===== src/rtl/muldiv_pkg.sv =====
// Shared types for the iterative multiply/divide unit.
package muldiv_pkg;

    typedef enum logic [1:0] {
        MUL  = 2'b00,   // low half of product
        MULH = 2'b01,   // high half of product
        DIVU = 2'b10,   // quotient
        REMU = 2'b11    // remainder
    } muldiv_op_t;

    typedef enum logic [1:0] {
        IDLE = 2'b00,
        BUSY = 2'b01,
        DONE = 2'b10
    } muldiv_state_t;

    // Divide-family operations use the restoring-division step.
    function automatic logic is_div(input muldiv_op_t op);
        return (op == DIVU) || (op == REMU);
    endfunction

    // MULH and REMU return the upper working register; MUL and DIVU the lower.
    function automatic logic sel_high(input muldiv_op_t op);
        return (op == MULH) || (op == REMU);
    endfunction

endpackage


===== src/rtl/muldiv_step.sv =====
// One iteration of shift-add multiply or restoring divide.
// hi/lo hold the product accumulator (MUL) or remainder/quotient (DIV).
module muldiv_step
    import muldiv_pkg::*;
#(
    parameter int width = 16
) (
    input  muldiv_op_t         op,
    input  logic [width-1:0]   hi,
    input  logic [width-1:0]   lo,
    input  logic [width-1:0]   operand,
    output logic [width-1:0]   hi_next,
    output logic [width-1:0]   lo_next
);

    logic [width:0] sum;
    logic [width:0] trial;

    // Compute both candidate updates and select by operation family.
    always_comb begin
        // Multiply: add multiplicand into high half when multiplier LSB is set;
        // the carry is kept as bit width and shifted back into the accumulator.
        sum     = {1'b0, hi} + (lo[0] ? {1'b0, operand} : {(width+1){1'b0}});
        // Divide: shift dividend MSB into the width+1-bit partial remainder,
        // then trial-subtract the divisor; bit width of the result is the sign.
        trial   = {hi, lo[width-1]} - {1'b0, operand};
        hi_next = hi;
        lo_next = lo;
        if (is_div(op)) begin
            if (trial[width]) begin
                hi_next = {hi[width-2:0], lo[width-1]};
                lo_next = {lo[width-2:0], 1'b0};
            end else begin
                hi_next = trial[width-1:0];
                lo_next = {lo[width-2:0], 1'b1};
            end
        end else begin
            hi_next = sum[width:1];
            lo_next = {sum[0], lo[width-1:1]};
        end
    end

endmodule


===== src/rtl/muldiv_unit.sv =====
// Iterative unsigned multiply/divide unit, one result bit per cycle.
// Handshake: start is a request sampled only while busy=0 (IDLE); a request
// seen in any other state is dropped, never queued. Completion is signalled by
// a registered one-cycle done strobe with result valid in that same cycle.
module muldiv_unit
    import muldiv_pkg::*;
#(
    parameter int width = 16
) (
    input  logic               clk,
    input  logic               reset,
    input  logic               start,
    input  logic [1:0]         op,
    input  logic [width-1:0]   a,
    input  logic [width-1:0]   b,
    output logic               busy,
    output logic               done,
    output logic [width-1:0]   result,
    output muldiv_state_t      state_dbg
);

    localparam int cw = (width > 2) ? $clog2(width) : 1;

    muldiv_state_t     state;
    muldiv_state_t     state_next;
    logic [cw-1:0]     cnt;
    logic              last;
    muldiv_op_t        op_r;
    logic [width-1:0]  operand;
    logic [width-1:0]  hi;
    logic [width-1:0]  lo;
    logic [width-1:0]  hi_next;
    logic [width-1:0]  lo_next;

    assign last = (cnt == cw'(width - 1));

    muldiv_step #(.width(width)) u_step (
        .op      (op_r),
        .hi      (hi),
        .lo      (lo),
        .operand (operand),
        .hi_next (hi_next),
        .lo_next (lo_next)
    );

    // State register.
    always_ff @(posedge clk) begin
        if (reset) state <= IDLE;
        else       state <= state_next;
    end

    // Next-state logic: IDLE -> BUSY on start, BUSY for width cycles, DONE for one.
    always_comb begin
        state_next = state;
        case (state)
            IDLE:    if (start) state_next = BUSY;
            BUSY:    if (last)  state_next = DONE;
            DONE:    state_next = IDLE;
            default: state_next = IDLE;
        endcase
    end

    // Status outputs decoded from the registered state.
    always_comb begin
        busy      = (state != IDLE);
        done      = (state == DONE);
        state_dbg = state;
    end

    // Datapath: latch operands on acceptance, iterate in BUSY, capture result on the last step.
    always_ff @(posedge clk) begin
        if (reset) begin
            op_r    <= MUL;
            operand <= '0;
            hi      <= '0;
            lo      <= '0;
            cnt     <= '0;
            result  <= '0;
        end else begin
            case (state)
                IDLE: begin
                    if (start) begin
                        op_r    <= muldiv_op_t'(op);
                        operand <= is_div(muldiv_op_t'(op)) ? b : a;
                        lo      <= is_div(muldiv_op_t'(op)) ? a : b;
                        hi      <= '0;
                        cnt     <= '0;
                    end
                end
                BUSY: begin
                    hi  <= hi_next;
                    lo  <= lo_next;
                    cnt <= cnt + cw'(1);
                    if (last) result <= sel_high(op_r) ? hi_next : lo_next;
                end
                default: ;
            endcase
        end
    end

endmodule


===== config.mk =====
export PLATFORM = sky130hd
export DESIGN_NAME = muldiv_unit
export DESIGN_NICKNAME = d
export VERILOG_FILES = /design/src/rtl/muldiv_pkg.sv /design/src/rtl/muldiv_step.sv /design/src/rtl/muldiv_unit.sv
export SDC_FILE = /design/constraint.sdc
export NUM_CORES = 1
export LEC_CHECK = 0
export ABC_AREA = 1
export CAP_MARGIN = 20
export CORE_UTILIZATION = 50
export DETAILED_ROUTE_END_ITERATION = 8
export GPL_TIMING_DRIVEN = 1
export PLACE_DENSITY = 0.8
export SKIP_LAST_GASP = 1
export SLEW_MARGIN = 25
export SYNTH_ARGS = -nofsm -noshare
export SYNTH_HDL_FRONTEND = slang
export SYNTH_SLANG_ARGS = --single-unit

===== constraint.sdc =====
create_clock -name clk -period 2.85 [get_ports clk]
set_input_delay 0.57 -clock clk [delete_from_list [all_inputs] [get_ports clk]]
set_output_delay 0.57 -clock clk [all_outputs]
set_load 0.02 [all_outputs]

==> run summary <==
WORST SETUP PATH
------------------------------------------------------------------------------------
Critical path data arrival time                                              2790 ps
Startpoint kind of the worst setup timing path                             flip-flop
Biggest cell delay along the critical path                                    400 ps
Critical Path Fanout Max                                                          16
Worst Path Required                                                          3120 ps
End of the worst register-to-register path                                 result[1]
Critical setup path kind                                                flip-flop to flip-flop
Launch instance of the worst register-to-register path                        lo[15]
Worst Reg2Reg Path Length in Cells                                                17
Library cell appearing most often on the critical path                       nand2_1
Minimum setup slack among reg-to-reg paths                                    330 ps
Highest-delay cell along the critical path                                      fa_1
Type of element capturing the critical path                                flip-flop
Crit-path cells                                                         inv_1 -> ha_1 -> inv_1 -> fa_1 -> nand2_1 -> nand2_1 -> nand3_2 -> nand2_2 -> nand2_2 -> nand3_1 -> nand2_4 -> nand2_1 -> nand2_1 -> nand2_1 -> nand3_1 -> nand2_1 -> a21oi_1

WORST HOLD PATH
------------------------------------------------------------------------------------
Startpoint of the worst hold path                                         result[14]
Number of cells on the worst hold path                                             2
Class of the tightest hold or removal check                             flip-flop to flip-flop
WHS Endpoint                                                              result[14]

TIMING
------------------------------------------------------------------------------------
Final setup fails                                                                  0
Setup TNS after final layout                                                    0 ps
Normalized max-slew margin                                                     41.0%
Period Utilization, post-route                                                 88.3%
Unrepaired setup endpoints after global routing                                false
Slew at the pin closest to its max-slew limit                                 884 ps
Fmax                                                                       0.397 GHz
Clk_skew                                                                     6.58 ps
Clock period minus worst slack                                               2520 ps
Hold Violations, Final                                                             0
Final slew viol count                                                              0

GRT
------------------------------------------------------------------------------------
Total GRT Usage                                                                28.6%
Number of global-route vias before repair                                       5754
Largest net degree at the start of global routing                                 42
Global-route wire length before repair                                       28.1 mm
Total grt overflow                                                                 0
Antenna violations before repair                                                   0

CLOCK TREE
------------------------------------------------------------------------------------
CTS tree                                                                       built
CTS buffer count                                                                   9
Clock transition at the registers of the reported paths                        60 ps
Number of levels in the clock H-tree                                               3
Post-CTS repair timing setup buffer count                                          0
Skew-Pair Late Insertion Delay                                                340 ps
PostCTS Resize Cnt                                                                 0
CTS Hold Bufs                                                                      0
Cell at the root of the clock tree                                         clkbuf_16
Max Buffers Root-to-Sink                                                           2
CTS sink cnt                                                                      72

YOSYS
------------------------------------------------------------------------------------
Post-synthesis cell count                                                        968
Leading area contributor after synthesis                                     dfxtp_1
Flop and latch count out of synthesis                                             72
Top-count cell post-synth                                                    nand2_1
Leading post-synthesis cells by cell area                               dfxtp_1 (24%), nand2_1 (23%), inv_1 (9.4%)
Post-synth top flop                                                          dfxtp_1
Proportion of synthesized flip-flops having asynchronous set or reset             0%
EDFF count, synth                                                                  0
Post-Synthesis Net Count                                                        1040
Post-synth top area share                                                      24.2%
Syn. warnings                                                                      0
Share of the yosys chip area belonging to registers                            24.2%
Distinct cell type count of the synthesized netlist                               41
Post-synth design cell area                                               5970 sq um
Average footprint of a synthesized cell                                   6.16 sq um
Synth top cells by count                                                nand2_1 (359), inv_1 (149), dfxtp_1 (72)

PWR
------------------------------------------------------------------------------------
Leakage power                                                                3.49 nW
Pwr dens                                                                 447 nW/um^2
Worst VDD drop                                                              0.389 mV

ROUTE
------------------------------------------------------------------------------------
Wire length after detailed routing                                           17.3 mm
Antenna Violating Nets Remaining                                                   0
Vias per inst                                                                   5.43
Residual DRC count                                                                 0
Vias after detailed routing                                                     6277
Total iterations of the first detailed-routing run                                 5
Starting DRT DRC Count                                                           511
Wirelength per Cell                                                          14.9 um

FLOORPLANNING
------------------------------------------------------------------------------------
Chip width                                                                    111 um
Die span in y                                                                 111 um
Rows                                                                              39
Io pins                                                                           57
Placeable core area                                                      11500 sq um
Starting density of the core                                                   51.8%
Die area                                                                 12400 sq um

FINAL LAYOUT
------------------------------------------------------------------------------------
Number of nets in the finished design                                           1080
Fraction of layout instances using a drive strength above 1                    9.18%
Number of antenna diodes                                                           0
Layout overhead on the synthesized area                                        16.2%
Share of the core filled with cells                                            60.2%
Post-route insts no fill                                                        1156

PLACEMENT
------------------------------------------------------------------------------------
Final estimated routing congestion in global placement                         0.945
IO buf count                                                                      56
Inst Count DP                                                                   1140
Half-perimeter wire length after detailed placement                          13.2 mm

OUTCOME
------------------------------------------------------------------------------------
Result of the run                                                       complete, no violations

RUN
------------------------------------------------------------------------------------
Number of max-cap violations                                                       0

-- routing by layer --
| metal | part of all wire (%) | global-route usage, % | up-vias |
|---|---|---|---|
| met5 | 0 | 0 | - |
| met4 | 4.2 | 12.9 | 0 |
| met3 | 6.2 | 4.59 | 49 |
| met2 | 46 | 48.0 | 234 |
| met1 | 44 | 36.0 | 2840 |
| li1 | - | - | 3154 |
-- flip-flops by register name, indices dropped and copies added, names as in the netlist --
signal and cells:
op_r 2, lo 16, cnt 4, state_dbg 2, operand 16, hi 16, result 16
-- worst max-delay path, delay by kind of cell (launching register included) --
family          cells  cell delay, ps
simple gates       12            1280
fa+ha+maj           2             550
flops               1             320
buf+inv             2             160
compound gates      1             110
-- worst max path at each step --
stage / start / end / slack, ps / cells past startpoint
after CTS: lo[15] / result[1] / 350 / 17
after global placement: operand[0] / result[1] / 430 / 16
final: lo[15] / result[1] / 330 / 17
after floorplan: lo[0] / result[10] / 510 / 16
after detailed placement: lo[15] / result[1] / 370 / 17
after global routing: lo[15] / hi[1] / 60 / 17
-- power breakdown --
group | leakage, nW | internal, mW | switching [mW]
clock | 0.157 | 0.775 | 0.470
combinational | 2.75 | 0.270 | 0.478
sequential | 0.587 | 1.05 | 0.0481
total | 3.49 | 2.10 | 0.996
-- metrics by stage --
step	total power, mW	setup slack [ps]	hold WS [ps]	cell area (sq um)
detailed placement	1.86	372	461	6600
finish	3.10	332	469	6930
floorplan	1.65	509	444	5970
global route	3.23	62.6	488	6930
global placement	1.85	433	455	6600
CTS	3.09	350	470	6930
-- cell usage in the layout, fill, tap and decap left out, types with 2 or more instances in the layout --
| master | n |
|---|---|
| o21ai_0 | 55 |
| inv_2 | 2 |
| xor2_1 | 6 |
| nand2_1 | 359 |
| o221ai_1 | 10 |
| nor3_1 | 4 |
| clkbuf_16 | 9 |
| o211ai_1 | 5 |
| a21oi_2 | 17 |
| a21oi_1 | 45 |
| nand2_2 | 11 |
| nand2_4 | 9 |
| o21a_1 | 3 |
| nand3b_1 | 10 |
| xnor2_1 | 4 |
| nand3_2 | 13 |
| fa_1 | 2 |
| nor3_2 | 2 |
| clkinv_4 | 2 |
| nand4_1 | 2 |
| ha_1 | 33 |
| inv_1 | 149 |
| clkinv_1 | 2 |
| dfxtp_1 | 72 |
| nor2_2 | 2 |
| nor2_1 | 24 |
| a31oi_1 | 20 |
| mux2i_1 | 10 |
| clkdlybuf4s50_1 | 55 |
| buf_4 | 13 |
| nand3_1 | 43 |
| or2_2 | 6 |
| inv_6 | 2 |
| a21o_1 | 2 |
| bufinv_16 | 2 |
-- final cells by class --
type,instances,area [sq um]
fill,1139,4580
inverter,153,574
multi-input combinational,703,3760
clock inverter,7,103
timing repair buffer,69,653
clock buffer,9,225
tap,143,179
sequential,72,1440
-- cell families (layout without fill, tap and decap cells) --
logic type	Yosys count	in the layout	share of synthesized area [%]
compound gates	161	161	16.3
xor+xnor	10	10	1.47
fa+ha+maj	35	35	7.59
buf+inv	193	238	12.9
flops	72	72	24.2
mux	10	10	1.68
simple gates	487	487	36.0
Power figures use the tool's default switching activity.
